===== config.mk =====
export PLATFORM = sky130hd
export DESIGN_NAME = seg_scan_ctrl
export DESIGN_NICKNAME = d
export VERILOG_FILES = /design/src/rtl/morse_pkg.sv /design/src/rtl/char_shift_buf.sv /design/src/rtl/seg_scan_ctrl.sv
export SDC_FILE = /design/constraint.sdc
export NUM_CORES = 1
export LEC_CHECK = 0
export ABC_AREA = 1
export ABC_CLOCK_PERIOD_IN_PS = 2100
export CAP_MARGIN = 30
export CORE_ASPECT_RATIO = 0.9
export CORE_MARGIN = 5
export CORE_UTILIZATION = 63
export DETAILED_ROUTE_END_ITERATION = 8
export PLACE_DENSITY = 0.85
export REMOVE_ABC_BUFFERS = 1
export SYNTH_ARGS = -nofsm -noshare
export SYNTH_HDL_FRONTEND = slang
export SYNTH_SLANG_ARGS = --single-unit

===== constraint.sdc =====
create_clock -name clk -period 2.1 [get_ports clk]
set_input_delay 0.42 -clock clk [delete_from_list [all_inputs] [get_ports clk]]
set_output_delay 0.42 -clock clk [all_outputs]
set_load 0.05 [all_outputs]

===== src/rtl/morse_pkg.sv =====
// Shared types and constants for the Morse display path: character codes and
// the scan FSM state encoding.
package morse_pkg;

  typedef logic [5:0] char_t;

  // The decoder's default case renders this code dark.
  localparam char_t BLANK_CODE = 6'h3F;

  typedef enum logic {
    S_BLANK,
    S_DRIVE
  } scan_state_t;

endpackage


===== src/rtl/char_shift_buf.sv =====
// Scrolling character buffer: newest character enters slot 0 (rightmost digit),
// older ones move left, and the oldest falls out. Tracks how many slots are filled.
module char_shift_buf
  import morse_pkg::*;
#(
  parameter  int NUM_DIGITS = 8,
  localparam int IDX_W      = $clog2(NUM_DIGITS),
  localparam int FILL_W     = IDX_W + 1
) (
  input  logic              clk,
  input  logic              res_n,
  input  logic              wr_en,
  input  char_t             wr_data,
  input  logic              clear,
  input  logic [IDX_W-1:0]  rd_idx,
  output char_t             rd_data,
  output logic [FILL_W-1:0] fill
);

  localparam logic [FILL_W-1:0] FILL_MAX = FILL_W'(NUM_DIGITS);

  char_t slots [NUM_DIGITS];

  // NOTE: sequential state uses non-blocking assignments so every slot samples
  // its neighbour's pre-edge value; blocking here would smear one character
  // across the whole buffer in a single clock.
  always_ff @(posedge clk or negedge res_n) begin
    if (!res_n) begin
      // NOTE: this storage is reset on purpose: a blank display after reset is
      // visible behaviour, unlike a RAM whose contents are don't-care.
      for (int i = 0; i < NUM_DIGITS; i++) slots[i] <= BLANK_CODE;
      fill <= '0;
    end else if (clear) begin
      // A character arriving with clear is dropped.
      for (int i = 0; i < NUM_DIGITS; i++) slots[i] <= BLANK_CODE;
      fill <= '0;
    end else if (wr_en) begin
      slots[0] <= wr_data;
      for (int i = 1; i < NUM_DIGITS; i++) slots[i] <= slots[i-1];
      if (fill != FILL_MAX) fill <= fill + FILL_W'(1);
    end
  end

  assign rd_data = slots[rd_idx];

endmodule


===== src/rtl/seg_scan_ctrl.sv =====
// Display scheduler: buffers received characters and time-multiplexes the shared
// seven-segment decoder across the digit anodes with a blanking gap between digits.
module seg_scan_ctrl
  import morse_pkg::*;
#(
  parameter  int NUM_DIGITS   = 8,
  parameter  int DIGIT_CYCLES = 100000,
  parameter  int BLANK_CYCLES = 1000,
  localparam int IDX_W        = $clog2(NUM_DIGITS),
  localparam int FILL_W       = IDX_W + 1
) (
  input  logic                  clk,
  input  logic                  res_n,
  input  logic                  data_valid,
  input  logic [5:0]            char_data,
  input  logic                  clear,
  output logic [5:0]            char_code,
  output logic [NUM_DIGITS-1:0] an,
  output logic [IDX_W-1:0]      digit_idx,
  output logic                  new_seg,
  output logic [FILL_W-1:0]     fill
);

  localparam int TIMER_MAX = (DIGIT_CYCLES > BLANK_CYCLES) ? DIGIT_CYCLES : BLANK_CYCLES;
  localparam int TIMER_W   = $clog2(TIMER_MAX);

  localparam logic [TIMER_W-1:0] BLANK_LAST = TIMER_W'(BLANK_CYCLES - 1);
  localparam logic [TIMER_W-1:0] DRIVE_LAST = TIMER_W'(DIGIT_CYCLES - 1);
  localparam logic [IDX_W-1:0]   IDX_LAST   = IDX_W'(NUM_DIGITS - 1);

  scan_state_t            state, state_d;
  logic [TIMER_W-1:0]     timer, timer_d;
  logic [IDX_W-1:0]       idx_d;
  logic [NUM_DIGITS-1:0]  an_d;
  logic                   new_seg_d;
  char_t                  rd_data;

  char_shift_buf #(
    .NUM_DIGITS(NUM_DIGITS)
  ) u_buf (
    .clk     (clk),
    .res_n   (res_n),
    .wr_en   (data_valid),
    .wr_data (char_data),
    .clear   (clear),
    .rd_idx  (digit_idx),
    .rd_data (rd_data),
    .fill    (fill)
  );

  // State register; an/new_seg/char_code are registered so no input reaches an
  // output combinationally.
  always_ff @(posedge clk or negedge res_n) begin
    if (!res_n) begin
      state     <= S_BLANK;
      timer     <= '0;
      digit_idx <= '0;
      an        <= '1;
      new_seg   <= 1'b0;
      char_code <= BLANK_CODE;
    end else begin
      state     <= state_d;
      timer     <= timer_d;
      digit_idx <= idx_d;
      an        <= an_d;
      new_seg   <= new_seg_d;
      char_code <= rd_data;
    end
  end

  // Next-state: digit_idx advances on leaving S_DRIVE, so during S_BLANK it
  // already names the digit about to be driven.
  always_comb begin
    // NOTE: every output of a combinational block gets a default first; a path
    // that leaves one unassigned would infer a latch.
    state_d = state;
    timer_d = timer + TIMER_W'(1);
    idx_d   = digit_idx;
    case (state)
      S_BLANK: begin
        if (timer == BLANK_LAST) begin
          state_d = S_DRIVE;
          timer_d = '0;
        end
      end
      S_DRIVE: begin
        if (timer == DRIVE_LAST) begin
          state_d = S_BLANK;
          timer_d = '0;
          idx_d   = (digit_idx == IDX_LAST) ? '0 : digit_idx + IDX_W'(1);
        end
      end
      default: begin
        state_d = S_BLANK;
        timer_d = '0;
      end
    endcase
  end

  // Outputs are decoded from the next state so the registered anodes line up
  // with the state register cycle for cycle.
  always_comb begin
    an_d      = '1;
    new_seg_d = 1'b0;
    if (state_d == S_DRIVE) begin
      an_d[idx_d] = 1'b0;
      new_seg_d   = (state == S_BLANK);
    end
  end

endmodule

Yosys cells after proc, flatten, opt, wreduce, memory -nomap -nowiden
Index checks and enable logic that the tools add are counted.
{ "classes": {"addsub": 3, "n_mul": 0, "div": 0, "order_cmp": 3, "n_eq_ne": 4, "shifts": 0, "n_mux": 21, "bitwise_logic": 3, "reduce_logical": 4} }
{ "op_table": {"columns": ["operator", "n"], "rows": [
  ["48-bit 2-to-1 mux", 2],
  ["17-bit 2-to-1 mux", 2],
  ["17-bit case mux with 2 select lines", 1],
  ["6-bit binary-select mux with 3-bit select", 1],
  ["17-bit by 1-bit adder with 17-bit output (second input constant)", 1],
  ["17-bit by 10-bit equality test with 1-bit output (second input constant)", 1],
  ["17-bit equality test (second input constant)", 1],
  ["4-bit 2-to-1 mux", 3],
  ["6-bit 2-to-1 mux", 2],
  ["3-bit 2-to-1 mux", 3],
  ["8-bit 2-to-1 mux", 1],
  ["8-bit inverter", 1],
  ["4-bit by 1-bit adder with 4-bit output (second input constant)", 1],
  ["4-bit greater-or-equal comparator (second input constant)", 1],
  ["3-bit by 4-bit less-than comparator with 1-bit output (second input constant)", 1],
  ["1-bit 2-to-1 mux", 4],
  ["4-bit inequality test (second input constant)", 1],
  ["3-bit inverter with 4-bit output", 1],
  ["2-bit nonzero test", 2],
  ["3-bit by 1-bit adder with 3-bit output (second input constant)", 1],
  ["1-bit demux with 3-bit select", 1],
  ["3-bit equality test (second input constant)", 1],
  ["3-bit by 1-bit greater-or-equal comparator with 1-bit output (second input constant)", 1],
  ["1-bit case mux with 2 select lines", 1],
  ["3 further kinds", 3]
]} }
{ "word_totals": {"register_bits": 88, "latch_bits": 0, "ram_bits": 0, "mem_bits_ro": 0, "inputBits": 10, "out_inout_bits": 22, "mem_count": 0} }

Depth between registers and ports, before layout
{ "depth": {"depth_word": 10, "depth_mapped": 10, "mapped_depth_nobuf": 10} }

Modules after synthesis
From an unflattened synthesis, not the netlist that was laid out.
{ "unflattened": {"cells_unflattened": 558, "hier_area_um2": 4576.9} }
{ "modules_own_cells": {"columns": ["mod", "n_inst", "cells_each", "area_per_inst_um2"], "rows": [
  ["char_shift_buf", 1, 352, 2785.2],
  ["seg_scan_ctrl", 1, 206, 1791.7]
]} }

Worst setup path after synthesis
No wires, ideal clock.
{ "synth_timing": {"path_kind": "reg-to-reg", "start": "reg u_buf.fill[0]", "end": "reg u_buf.fill[0]", "arrival_time_ns": 1.549, "setup_slack_ns": 0.474, "path_stages_with_launch": 7, "period_less_slack_ns": 1.626, "path_cell_list": "dfrtp_1 inv_1 ha_1 nand3_1 o21ai_2 or2_2 a21oi_1"} }
{ "synth_via": {"elab_chain_cells": 4} }
{ "synth_rtl": {"columns": ["element", "line_no", "rtl"], "rows": [
  ["start: declaration", "char_shift_buf.sv:17", "output logic [FILL_W-1:0] fill"],
  ["start signal: assignment", "char_shift_buf.sv:40", "if (fill != FILL_MAX) fill <= fill + FILL_W'(1);"],
  ["4-bit by 1-bit adder with 4-bit output", "char_shift_buf.sv:40", null],
  ["4-bit 2-to-1 mux", "char_shift_buf.sv:40", null],
  ["4-bit 2-to-1 mux", "char_shift_buf.sv:37", "end else if (wr_en) begin"],
  ["4-bit 2-to-1 mux", "char_shift_buf.sv:33", "end else if (clear) begin"]
]} }
Several ways; a longest one is shown, not always the timed one. The select of a mux whose other input is x is not followed.
A chain may end at the register's enable or synchronous reset.

Final worst setup path
{ "layout_timing": {"start": "reg u_buf.fill[0]", "end": "out fill[0]"} }
{ "layout_rtl": {"columns": ["element", "line_no", "rtl"], "rows": [
  ["end: declaration", "seg_scan_ctrl.sv:21", "output logic [FILL_W-1:0] fill"]
]} }
No word-level cell between the ends.

==> results list <==
- Outcome: finished clean
- Clk pwr share: between 30 and 40%
- TritonCTS clock tree: yes
- Net switching is a little over a quarter of the power.
- For this run, the number of Yosys warnings is 0.
- The routed layout has 3568 vias.
- In this run the standard cell core region covers approximately 0.0066 sq mm.
* Combinational power share: about 12%
- Setup slack on the worst reg-to-reg path comes out at slightly below 0.4 ns.
- Global-route wire length before repair: roughly 16000 um
- After layout, the worst path uses a little under 100% of the clock period.
- Avg WL per Cell: 14.8 um
- Fraction of final layout cells with drive strength greater than 1: 21.8%
* Normalized max-slew margin: 62.3%
* Fraction of the yosys area taken by sequential cells: roughly 53%
- Vias in the first global route: 3549
- Deepest level of the CTS H-tree: 3
* Number of buffers inserted to repair setup after CTS: 0
- Final weighted congestion in routability-driven placement: between 0.9 and 1
- Reg2Reg Depth: 8
- Kind of path behind the tightest hold check: in2reg
- Clock root cell: sky130_fd_sc_hd__clkbuf_8
* Number of hold-slack violations in the final timing report: 0
* Cell family contributing the most delay on the critical path: buffers and inverters
* Worst endpoint required time: ~1.7 ns
- With fillers left out, the area of the finished cells amounts to 0.00492 sq mm.
- After detailed routing, the number of remaining DRC violations is 0.
- Across all hold checks on the routed design, the worst slack comes to ~0.4 ns.
- Clk_lat worst skew: roughly 0.37 ns
* Worst Tran Pin Value: between 0.5 and 0.6 ns
- The synthesized netlist devotes 16.5% of its cell area to compound gates.
- Post-detail-place hpwl: 6260 um
- Primary FF master, synth: sky130_fd_sc_hd__dfstp_2
- List of most frequent post-synthesis cells: sky130_fd_sc_hd__nand2_1 (97), sky130_fd_sc_hd__a21oi_1 (76), sky130_fd_sc_hd__dfstp_2 (62), sky130_fd_sc_hd__inv_1 (58), sky130_fd_sc_hd__o21ai_0 (52)
* Total power density per cell area: slightly above 700 mW/mm^2
- Global routing used a little under a quarter of the available tracks across all layers.
- FMAX: 493 MHz
* P_leak: ~2.2 nW
- The worst setup path is of the reg2out kind.
* Iteration-0 DRC count of the detailed router: 227
* Cell area after technology mapping: around 0.0043 sq mm
* Clock tree skew after final layout: between 0.01 and 0.015 ns
- Largest vdd supply drop: about 540 uV
* Area share of the largest cell type after synthesis: between 30% and 40%
- Most instantiated library cell after synthesis: sky130_fd_sc_hd__nand2_1
- The detail route stage leaves a number of antenna-violating nets equal to 0.
* Dominant cells by area after synthesis: sky130_fd_sc_hd__dfstp_2 (38%), sky130_fd_sc_hd__dfrtp_1 (15%), sky130_fd_sc_hd__a21oi_1 (8.8%)
* Endpoint of the most critical register-to-register path: timer[8]
- The repair_antennas step left the layout with diodes totalling 0.
- In this run the horizontal extent of the chip is approximately 100 um.
- Number of I/O pins: 32
* Nature of the critical path endpoint: output pin
- Remaining global-route overflow: 0
* Setup repair after global routing missed its margin: no
- The path with the worst hold slack has its endpoint at u_buf.fill[2].
- Along the worst path, the maximum fanout reaches 4.
- Across the run, the number of max-cap violations was 0.
- Fill cell count: 494
- The initial antenna violation count came to 0.
- Mean area per synthesized cell: around 8.4 sq um
* Post-synth ARST share: 100%
* Adder and majority cell fraction of the synthesized area: 1.45%
- Final Util: about 74%
* Source of the worst register-to-register timing path: timer[0]
- Area growth from synthesis to final layout: 14.2%
- Data arrives at the worst endpoint at roughly 1.6 ns.
- Vias per Instance: 5.61
- Instance area at placement: between 0.004 and 0.005 sq mm
- The synthesized design contains 0 enable-type register cells.
* Count of buffering cells on the critical path with inverters included: 1
- Proportion of synthesized area in mux cells: 0%
* Number of buffers inserted during clock tree synthesis: 9
- Worst Hold Path Cells: 2
* Final-report setup violation count: 0
- Summed over all nets, the switching power comes to 0.967 mW.
* Final period demand of the worst path: a little over 2 ns
- In the final design database the tool counted 556 nets.
* Row cnt: 28
- Internal power component: about 2.6 mW
- Summed over all instances, the cell type with the most area after synthesis is sky130_fd_sc_hd__dfstp_2.
- For this run, the slowest stage of the critical path takes around 0.83 ns.
- After synthesis, the largest family of logic cells by area is simple AND/OR/NAND/NOR gates.
* Maximum number of pins on one net before global-route repair: between 60 and 70
- Adding up every negative setup slack in the final design gives 0 ns.
* Area share of and/or/nand/nor cells after synthesis: a little under a fifth
- Counting every instance in the synthesized netlist gives just over 500.
- Detailed-route wire length: roughly 9400 um
- Summing the areas of all xor and xnor instances in the mapped netlist gives under 10% of the synthesized area.
- During placement, the flow inserted port buffers numbering 31.
- Clock tree synthesis found a total of 88 sinks.
* Overall die height: between 80 and 90 um
- Slowest stage cell on the critical path: sky130_fd_sc_hd__clkdlybuf4s50_1
- After clock tree synthesis, the clock-pin slew on the worst setup and hold paths is about 0.070 ns.
- Number of library cell types mapped by synthesis: 29
* Overall die area: between 0.008 and 0.009 sq mm
- Synthesized flop and latch total: around 90
- For this configuration, the core starts out at a cell density of around 65%.
* Number of buffers on the longest clock path: 2
- Setup crit start kind: flop
* Max-slew violation total from the final report: 0
- Number of iterations in the first detailed-routing pass: 5
* Hold_sp: clear
* Crit path cell chain: clkdlybuf4s50_1
- Seq pwr share: 53.7%
[per-layer routing]
layer / global-route usage [%] / part of all wire, % / vias up / wire [um]
met1: 30.6 / 43 / 1708 / 4000
met5: 0 / 0 / - / 0
met2: 39.9 / 49 / 130 / 4630
li1: - / - / 1713 / -
met4: 8.42 / 1.7 / 0 / 157
met3: 6.38 / 6.5 / 17 / 609
[metrics by stage]
step	setup slack (ns)	power (mW)	instances
final	0.0717	3.57	636
after global routing	0.00122	3.74	636
after CTS	0.0593	3.59	636
after detailed placement	0.378	2.39	619
after global placement	0.394	2.36	619
after floorplan	0.0444	2.19	489
[power by group through the flow]
stage               Combinational, mW  Sequential (mW)  Clock [mW]
global route                    0.494             1.93        1.32
floorplan                       0.160             2.03           0
global placement                0.432             1.93           0
finish                          0.440             1.92        1.21
CTS                             0.444             1.91        1.24
detailed placement              0.448             1.94           0
[state kept, by name (all words and copies together) (netlist names)]
name / count
timer: 17
state: 1
an: 8
char_code: 6
u_buf.slots: 48
u_buf.fill: 4
digit_idx: 3
new_seg: 1
[placed cells by master (no fill, tap or decap), types with 3 or more instances in the layout]
cell type                         instances
sky130_fd_sc_hd__dlygate4sd2_1           14
sky130_fd_sc_hd__ha_1                     5
sky130_fd_sc_hd__o21ai_0                 52
sky130_fd_sc_hd__nand2_1                 97
sky130_fd_sc_hd__nor2_2                   9
sky130_fd_sc_hd__nand2_2                  7
sky130_fd_sc_hd__a31oi_1                  6
sky130_fd_sc_hd__a21oi_1                 76
sky130_fd_sc_hd__nor2_1                  40
sky130_fd_sc_hd__xor2_1                   9
sky130_fd_sc_hd__buf_4                    9
sky130_fd_sc_hd__clkinvlp_4               3
sky130_fd_sc_hd__clkdlybuf4s50_1         12
sky130_fd_sc_hd__dfrtp_1                 26
sky130_fd_sc_hd__inv_1                   58
sky130_fd_sc_hd__nand3_1                 14
sky130_fd_sc_hd__clkbuf_8                11
sky130_fd_sc_hd__nor3_1                   4
sky130_fd_sc_hd__nand4_1                  7
sky130_fd_sc_hd__buf_12                   3
sky130_fd_sc_hd__dfstp_2                 62
sky130_fd_sc_hd__inv_2                    3
[how the worst max path moves through the flow]
stage          slack, ns  depth (start not counted)           end           from
4_1_cts             0.06                          1       fill[0]  u_buf.fill[0]
3_5_place_dp        0.38                          1         an[3]          an[3]
6_report            0.07                          1       fill[0]  u_buf.fill[0]
5_1_grt            0.001                          1       fill[1]  u_buf.fill[1]
2_1_floorplan       0.04                          6  char_code[0]   digit_idx[0]
3_3_place_gp        0.39                          1  char_code[4]   char_code[4]
[timing repair]
action,in CTS,in global routing
hold buffers,1,0
hold endpoints to repair,2,0
setup endpoints to repair,14,0
gates resized for setup,14,0
[cells by family after synthesis]
group,after synthesis
AND/OR/NAND/NOR,185
buffers and inverters,86
XOR/XNOR,11
flip-flops,88
AO/OA/AOI/OAI,138
adder cells (fa/ha/maj),5
[layout make-up]
class                      instances  area (sq um)  share of cell area [%]
clock buffer                      12           155                    3.16
clock inverter                     4          52.6                    1.07
inverter                          62           233                    4.73
multi-input combinational        339          1690                    34.4
sequential                        88          2280                    46.4
tap                               90           113                    2.29
timing repair buffer              41           390                    7.94
No activity file was read; power rests on OpenSTA's default activity.
